===== src/rtl/mdll_jm_pkg.sv =====
// ============================================================================
// Module : mdll_jm_pkg
// Brief  : Shared types and constants for the MDLL jitter-measurement counter.
// Rev    : 1.0
// ============================================================================
`default_nettype none

package mdll_jm_pkg;

  localparam int              JM_W   = 20;
  localparam int              NCYC_W = 6;
  localparam int              TICK_W = NCYC_W + 1;
  localparam logic [JM_W-1:0] JM_MAX = 20'hFFFFF;

  typedef enum logic [1:0] {
    IDLE = 2'd0,
    ARM  = 2'd1,
    RUN  = 2'd2,
    DONE = 2'd3
  } jm_state_e;

  // A programmed length of 0 selects the longest window, 64 reference periods.
  function automatic logic [TICK_W-1:0] ncyc_decode(input logic [NCYC_W-1:0] n);
    logic [TICK_W-1:0] v;
    v = (n == '0) ? TICK_W'(64) : {1'b0, n};
    return v;
  endfunction

endpackage

`default_nettype wire


===== src/rtl/mdll_jm_satcnt.sv =====
// ============================================================================
// Module : mdll_jm_satcnt
// Brief  : Saturating up-counter; o_count/o_sat report the value including
//          this cycle's clear/increment so a window can close on its last cycle.
// Rev    : 1.0
// ============================================================================
`default_nettype none

module mdll_jm_satcnt
  import mdll_jm_pkg::*;
#(
  parameter int             W   = JM_W,
  parameter logic [W-1:0]   MAX = JM_MAX
) (
  input  logic         clk,
  input  logic         rst,
  input  logic         i_clear,
  input  logic         i_inc,
  output logic [W-1:0] o_count,
  output logic         o_sat
);

  logic [W-1:0] r_count;
  logic         r_sat;
  logic [W-1:0] w_count_nxt;
  logic         w_sat_nxt;

  always_comb begin
    w_count_nxt = r_count;
    w_sat_nxt   = r_sat;
    if (i_clear) begin
      w_count_nxt = '0;
      w_sat_nxt   = 1'b0;
    end else if (i_inc) begin
      // An increment attempted at the ceiling is what marks saturation.
      if (r_count == MAX) begin
        w_sat_nxt = 1'b1;
      end else begin
        w_count_nxt = r_count + W'(1);
      end
    end
  end

  always_ff @(posedge clk) begin
    if (rst) begin
      r_count <= '0;
      r_sat   <= 1'b0;
    end else begin
      r_count <= w_count_nxt;
      r_sat   <= w_sat_nxt;
    end
  end

  assign o_count = w_count_nxt;
  assign o_sat   = w_sat_nxt;

endmodule

`default_nettype wire


===== src/rtl/mdll_jm_counter.sv =====
// ============================================================================
// Module : mdll_jm_counter
// Brief  : Counts phase-detector ones over N reference periods for jitter
//          estimation; results held in output flops until the next window.
// Rev    : 1.0
// ============================================================================
`default_nettype none

module mdll_jm_counter
  import mdll_jm_pkg::*;
#(
  parameter logic [JM_W-1:0] SAT_MAX = JM_MAX
) (
  input  logic              clk,
  input  logic              reset,
  input  logic              en_jm,
  input  logic [NCYC_W-1:0] ncycle_jm,
  input  logic              fref_tick,
  input  logic              pd_bit,
  output logic [JM_W-1:0]   jm_out,
  output logic [JM_W-1:0]   jm_nsamp,
  output logic              jm_busy,
  output logic              jm_done,
  output logic              jm_sat
);

  jm_state_e         r_state;
  jm_state_e         w_state_nxt;
  logic              r_en_q;
  logic              r_en_armed;
  logic [TICK_W-1:0] r_ncyc;
  logic [TICK_W-1:0] r_tick;
  logic [JM_W-1:0]   r_jm_out;
  logic [JM_W-1:0]   r_jm_nsamp;
  logic              r_jm_sat;
  logic              r_busy;
  logic              r_done;

  logic              w_en_rise;
  logic [TICK_W-1:0] w_tick_inc;
  logic              w_start;
  logic              w_run;
  logic              w_last;
  logic [JM_W-1:0]   w_ones_cnt;
  logic [JM_W-1:0]   w_samp_cnt;
  logic              w_ones_sat;
  logic              w_samp_sat;

  // r_en_armed blocks a false edge when en_jm is already high as reset lifts.
  assign w_en_rise  = en_jm && !r_en_q && r_en_armed;
  assign w_tick_inc = r_tick + TICK_W'(1);
  assign w_start    = (r_state == ARM) && fref_tick;
  assign w_run      = (r_state == RUN);
  assign w_last     = w_run && en_jm && fref_tick && (w_tick_inc == r_ncyc);

  mdll_jm_satcnt #(
    .W   (JM_W),
    .MAX (SAT_MAX)
  ) u_ones_cnt (
    .clk     (clk),
    .rst     (reset),
    .i_clear (w_start),
    .i_inc   (w_run && pd_bit),
    .o_count (w_ones_cnt),
    .o_sat   (w_ones_sat)
  );

  mdll_jm_satcnt #(
    .W   (JM_W),
    .MAX (SAT_MAX)
  ) u_samp_cnt (
    .clk     (clk),
    .rst     (reset),
    .i_clear (w_start),
    .i_inc   (w_run),
    .o_count (w_samp_cnt),
    .o_sat   (w_samp_sat)
  );

  always_comb begin
    w_state_nxt = r_state;
    case (r_state)
      IDLE: if (w_en_rise) w_state_nxt = ARM;
      ARM: begin
        if (!en_jm)         w_state_nxt = IDLE;
        else if (fref_tick) w_state_nxt = RUN;
      end
      RUN: begin
        if (!en_jm)      w_state_nxt = IDLE;
        else if (w_last) w_state_nxt = DONE;
      end
      DONE: if (!en_jm) w_state_nxt = IDLE;
      default: w_state_nxt = IDLE;
    endcase
  end

  always_ff @(posedge clk) begin
    if (reset) begin
      r_state    <= IDLE;
      r_en_q     <= 1'b0;
      r_en_armed <= 1'b0;
      r_ncyc     <= '0;
      r_tick     <= '0;
      r_jm_out   <= '0;
      r_jm_nsamp <= '0;
      r_jm_sat   <= 1'b0;
      r_busy     <= 1'b0;
      r_done     <= 1'b0;
    end else begin
      r_state <= w_state_nxt;
      r_en_q  <= en_jm;
      if (!en_jm) r_en_armed <= 1'b1;
      if ((r_state == IDLE) && w_en_rise) r_ncyc <= ncyc_decode(ncycle_jm);
      if (w_start) begin
        r_tick <= '0;
      end else if (w_run && fref_tick) begin
        r_tick <= w_tick_inc;
      end
      if (w_last) begin
        r_jm_out   <= w_ones_cnt;
        r_jm_nsamp <= w_samp_cnt;
        r_jm_sat   <= w_ones_sat || w_samp_sat;
      end
      r_busy <= (w_state_nxt == ARM) || (w_state_nxt == RUN);
      r_done <= (w_state_nxt == DONE);
    end
  end

  assign jm_out   = r_jm_out;
  assign jm_nsamp = r_jm_nsamp;
  assign jm_sat   = r_jm_sat;
  assign jm_busy  = r_busy;
  assign jm_done  = r_done;

endmodule

`default_nettype wire


===== config.mk =====
export PLATFORM = sky130hd
export DESIGN_NAME = mdll_jm_counter
export DESIGN_NICKNAME = d
export VERILOG_FILES = /design/src/rtl/mdll_jm_pkg.sv /design/src/rtl/mdll_jm_satcnt.sv /design/src/rtl/mdll_jm_counter.sv
export SDC_FILE = /design/constraint.sdc
export NUM_CORES = 1
export LEC_CHECK = 0
export ABC_AREA = 1
export BUFFER_PORTS_ARGS = -buffer_cell sky130_fd_sc_hd__buf_2
export CAP_MARGIN = 20
export CORE_MARGIN = 10
export CORE_UTILIZATION = 54
export CTS_CLUSTER_SIZE = 40
export DETAILED_ROUTE_END_ITERATION = 6
export PLACE_DENSITY = 0.79
export SYNTH_ARGS = -nofsm -noshare
export SYNTH_HDL_FRONTEND = slang
export SYNTH_HIERARCHICAL = 1
export SYNTH_SLANG_ARGS = --single-unit
export TNS_END_PERCENT = 50

===== constraint.sdc =====
create_clock -name clk -period 1.68 [get_ports clk]
set_input_delay 0.084 -clock clk [delete_from_list [all_inputs] [get_ports clk]]
set_output_delay 0.084 -clock clk [all_outputs]
set_load 0.01 [all_outputs]

Word-level counts from Yosys, hierarchy flattened. Index checks and enable logic that the tools add are counted.

Mux-type cells: 20. Reductions and logical operators: 15. Add/subtract/negate cells: 3. Eq/ne operators: 9.

Operators with widths (count): 20-bit two-way mux (6); 20-bit by 1-bit adder with 20-bit output (second input constant) (2); 20-bit equality test (second input constant) (2); 2-bit two-way mux (6); 1-bit logical AND (9); 2-bit equality test (second input constant) (4); 2-bit one-hot mux with 4 select lines (1); 7-bit by 1-bit adder with 7-bit output (second input constant) (1); 7-bit equality test (1); 7-bit two-way mux (1); 6-bit logical NOT (1); 1-bit two-way mux (6); 2-bit by 1-bit equality test with 1-bit output (second input constant) (2); 2-bit logical NOT (1); 1-bit logical OR (2); 2-bit OR reduction (1); 1-bit logical NOT (1).

Bits in registers: 103. Output and inout port bits: 43. Input port bits: 11.

Longest topological paths before layout.
Depth in word-level cells: 9. Depth in mapped cells: 15.

Modules after synthesis. Netlist, hierarchy kept.

By module, submodules not included: mdll_jm_satcnt (area each 1599.0 µm², seq. area each 420.4 µm², instances 2, cells each 256); mdll_jm_counter (area each 2791.4 µm², seq. area each 1221.2 µm², instances 1, cells each 384).

Least setup slack after synthesis. Ideal clock, no wire load.

Kind: reg-to-reg. From: register r_tick[0]. To: register r_busy, in the netlist jm_busy. Clock period less this slack: 1.809 ns. Slack: -0.129 ns. Path buffers: 0. Cell stages (with the launch flop): 13. Data required time: 1.571 ns. Arrival time: 1.700 ns. Path through: dfxtp_1 > ha_1 > nand2_2 > nor2_4 > nand3_1 > nand3_1 > nand2_1 > nor2_4 > nand2_1 > nand3_1 > ha_1 > inv_1 > nor2_1.

Cells in the longest elaborated chain, start to end: 8. Elaborated cells on any way between the ends: 9. Those cells by class: add/sub: 1; eq/ne: 3; mux: 3; reduce/logical: 2.

Ends and longest elaborated chain: start, declared (RTL line mdll_jm_counter.sv:32) `logic [TICK_W-1:0] r_tick;`; start signal, assigned (RTL line mdll_jm_counter.sv:117) `r_tick <= w_tick_inc;`; 7-bit by 1-bit adder with 7-bit output (*) (RTL line mdll_jm_counter.sv:51) `assign w_tick_inc = r_tick + TICK_W'(1);`; 7-bit equality test (*) (RTL line mdll_jm_counter.sv:54) `assign w_last = w_run && en_jm && fref_tick && (w_tick_inc == r_ncyc);`; 1-bit logical AND (*) (RTL line mdll_jm_counter.sv:54); 2-bit two-way mux (*) (RTL line mdll_jm_counter.sv:90) `else if (w_last) w_state_nxt = DONE;`; 2-bit two-way mux (*) (RTL line mdll_jm_counter.sv:89) `if (!en_jm) w_state_nxt = IDLE;`; 2-bit one-hot mux with 4 select lines (*) (RTL line mdll_jm_counter.sv:82) `case (r_state)`; 2-bit by 1-bit equality test with 1-bit output or 2-bit equality test (tied branches) (RTL line mdll_jm_counter.sv:124) `r_busy <= (w_state_nxt == ARM) || (w_state_nxt == RUN);`; 1-bit logical OR (*) (RTL line mdll_jm_counter.sv:124); end signal, assigned (RTL line mdll_jm_counter.sv:124); end, declared (RTL line mdll_jm_counter.sv:36) `logic r_busy;`.

Every way passes the cells marked *; elsewhere a longest branch is shown, timed or not. A chain may end at the register's enable or synchronous reset.

Final worst setup path.
From: register r_tick[0]. To: register r_jm_out[8], in the netlist jm_out[8].

Cells in the longest elaborated chain, start to end: 3.

Ends and longest elaborated chain: 7-bit by 1-bit adder with 7-bit output (RTL line mdll_jm_counter.sv:51); via w_tick_inc[1] (RTL line mdll_jm_counter.sv:40) `logic [TICK_W-1:0] w_tick_inc;`; 7-bit equality test (RTL line mdll_jm_counter.sv:54); 1-bit logical AND (RTL line mdll_jm_counter.sv:54); end signal, assigned (RTL line mdll_jm_counter.sv:120) `r_jm_out <= w_ones_cnt;`; end, declared (RTL line mdll_jm_counter.sv:33) `logic [JM_W-1:0] r_jm_out;`.

The timed path passes the listed nets, and every way through them passes these cells.

==> flow_metrics.env <==
export IMPL_synth_async_reset_ratio=0
export IMPL_final_area_um2=7250
export IMPL_synth_nets=911
export IMPL_synth_edf_count=0
export IMPL_finalCritPeriodShare=1.14
export IMPL_placed_area_um2=6790
export IMPL_holdWs_ns=0.122
export IMPL_clock_path_buffers=2
export IMPL_wirelength_um=15200
export IMPL_ys_seq_elements=103
export IMPL_fin_skew_ns=0.0146
export IMPL_grt_ovfl_total=0
export IMPL_finalSetupViolCount=43
export IMPL_antenna_found_initial=0
export IMPL_fmax_ghz=0.523
export IMPL_synth_top_cell_by_area="dfxtp_1"
export IMPL_grtUsageTotal=0.179
export IMPL_ir_worst_vdd_v=0.000397
export IMPL_layout_min_cycle_time_ns=1.91
export IMPL_core_area_um2=10800
export IMPL_fin_nets=1021
export IMPL_min_to="r_tick[0]"
export IMPL_yosys_warnings=6
export IMPL_port_buffers=53
export IMPL_clkTransAtPathRegs_ns=0.10
export IMPL_first_global_vias=5384
export IMPL_synth_seq_area_share=0.344
export IMPL_synth_most_common_cell="nand2_1"
export IMPL_hold_viol=0
export IMPL_initial_utilization=0.553
export IMPL_placementRows=38
export IMPL_timing_rr_start="r_tick[0]"
export IMPL_die_h_um=125
export IMPL_die_w_um=125
export IMPL_wl_met2_um=7100
export IMPL_ant_nets=0
export IMPL_cp_end_kind="flop"
export IMPL_die_area_um2=15700
export IMPL_clock_sinks=103
export IMPL_powerDensity_nw_per_um2=589
export IMPL_htreeDepth=3
export IMPL_relSlewSlack=0.719
export IMPL_arrival_ns=2.20
export IMPL_avgSynthCellArea_um2=6.68
export IMPL_vias=5877
export IMPL_crit_fanout=11
export IMPL_drt_iter0_markers=383
export IMPL_slew_violations=0
export IMPL_worstReg2RegEnd="jm_out[8]"
export IMPL_firstDrtPassIters=5
export IMPL_hold_path_class="in2reg"
export IMPL_violations="negative setup slack"
export IMPL_rsz0062_at_grt="true"
export IMPL_clockRootBuffer="clkbuf_8"
export IMPL_critPathLaunchType="flop"
export IMPL_hold_depth=4
export IMPL_wl_met3_um=619
export IMPL_drt_drc_violations_left=0
export IMPL_required_ns=1.97
export IMPL_r2r_slack_ns=-0.23
export IMPL_area_growth_pct=21.0
export IMPL_worstMarginPinSlew_ns=0.421
export IMPL_final_layout_size_suffix_gt1_frac=0.247
export IMPL_tritoncts="built"
export IMPL_yosysUniqueCellTypes=33
export IMPL_yosysTopAreaCellShare=0.344
export IMPL_yosys_top_cells_count="210 x nand2_1, 126 x nor2_1, 115 x inv_1, 103 x dfxtp_1, 75 x nand3_1"
export IMPL_critical_path_class="reg2reg"
export IMPL_ios=54
export IMPL_hpwlAfterDp_um=10200
export IMPL_viasPerCell=5.11
export IMPL_drv_cap=0
export IMPL_place_gp_congestion=0.932
export IMPL_cts_buffers=9
export IMPL_status="complete, but fails checks"
export IMPL_clk_latency_ns=0.39
export IMPL_synthTopCellsByArea="dfxtp_1 34%, nand2_1 13%, nor2_1 7.9%"
export IMPL_setup_slack_ns=-0.233
export IMPL_synth_cell_area_um2=5990
export IMPL_ys_flop_type="dfxtp_1"
export IMPL_synthCells=896
export IMPL_m1WireLength_um=7110
export IMPL_wire_per_inst_um=13.2
export IMPL_hold_path_startpoint="fref_tick"
export IMPL_power_leakage_uw=0.00339
export IMPL_ff2ff_path_depth=14
export IMPL_grt_first_pass_wirelength_um=24300
export IMPL_grt_max_degree=57
export IMPL_antennaDiodeCount=0
export IMPL_top_layer="met4"
layout make-up:
cell class                 instances  area, um2
inverter                         126        478
sequential                       103       2070
multi-input combinational        635       3350
tap                              140        175
clock inverter                     7       56.3
fill                             963       3590
clock buffer                       9        124
timing repair buffer             131       1000
worst max path at each step:
stage | from | endpoint | slack (ns)
detailed placement | r_tick[0] | jm_nsamp[17] | -0.16
global placement | r_tick[0] | jm_out[9] | -0.1
finish | r_tick[0] | jm_out[8] | -0.23
CTS | r_tick[0] | jm_nsamp[17] | -0.12
global route | r_tick[0] | jm_out[6] | -0.37
floorplan | r_tick[0] | jm_busy | -0.05
state kept, by name, indices dropped and copies added, names as in the netlist:
| name | cells |
|---|---|
| jm_nsamp | 20 |
| jm_out | 20 |
| u_ones_cnt/r_count | 20 |
| u_samp_cnt/r_count | 20 |
| r_ncyc | 7 |
| r_tick | 7 |
| r_state | 2 |
| jm_busy | 1 |
| jm_done | 1 |
| jm_sat | 1 |
| r_en_armed | 1 |
| r_en_q | 1 |
| u_ones_cnt/r_sat | 1 |
| u_samp_cnt/r_sat | 1 |
layout by cell type, fill, tap and decap left out, types with 8 or more instances in the layout:
cell type / instances
nand3_2: 16
nand4_1: 11
dfxtp_1: 99
a21oi_1: 53
dlygate4sd3_1: 8
nor2_2: 15
nor2_1: 124
nor2_4: 20
inv_2: 9
inv_1: 112
buf_2: 53
o21ai_0: 16
nand2_2: 17
buf_4: 59
clkbuf_8: 9
nand3_1: 74
nand2_1: 205
nor3_2: 10
nand3b_1: 43
stage by stage:
stage          setup TNS (ns)  total power [uW]  utilization  setup WS (ns)  std cells
6_report                -8.53              4270        0.669         -0.233       1151
5_1_grt                -14.60              4430        0.669         -0.365       1151
4_1_cts                 -4.27              4290        0.653         -0.122       1143
3_5_place_dp            -5.05              2810        0.627         -0.165       1119
3_3_place_gp            -2.63              2800        0.627        -0.0985       1119
2_1_floorplan         -0.0472              2720            -        -0.0472        896
power breakdown:
part	switching, uW	internal, uW
clock	934	557
combinational	208	98.4
sequential	13.1	2460
total	1160	3110
worst max-delay path: stages (launching register included):
cell and delay (ns):
dfxtp_2 0.36, ha_4 0.28, inv_4 0.04, nand2_2 0.06
nand2_1 0.05, nor2_1 0.09, nand2_1 0.07, nor2_1 0.09
nand2_1 0.09, nor2_4 0.18, buf_6 0.17, clkbuf_16 0.16
nand3b_1 0.07, nand2_1 0.06, nor2_1 0.04
cell families after synthesis:
family	share of synthesized area
AOI/OAI and AO/OA	0.0719
buffers and inverters	0.110
DFF	0.344
and+or+nand+nor	0.463
xor gates and xnor gates	0.00293
adders and majority gates	0.00836
layer usage:
layer  vias up  GRT usage
li1       3042          -
met5         -          0
met1      2684      0.221
met4         0     0.0738
met2       119      0.300
met3        32     0.0351
repair_timing:
item | in CTS | in global routing
setup buffers | 0 | 3
cloned | 0 | 5
resized for setup | 7 | 12
setup endpoints to repair | 43 | 54
endpoints found under the hold margin | 7 | 0
hold buffers | 8 | 0
pin swaps | 1 | 2
Power figures use the tool's default switching activity.
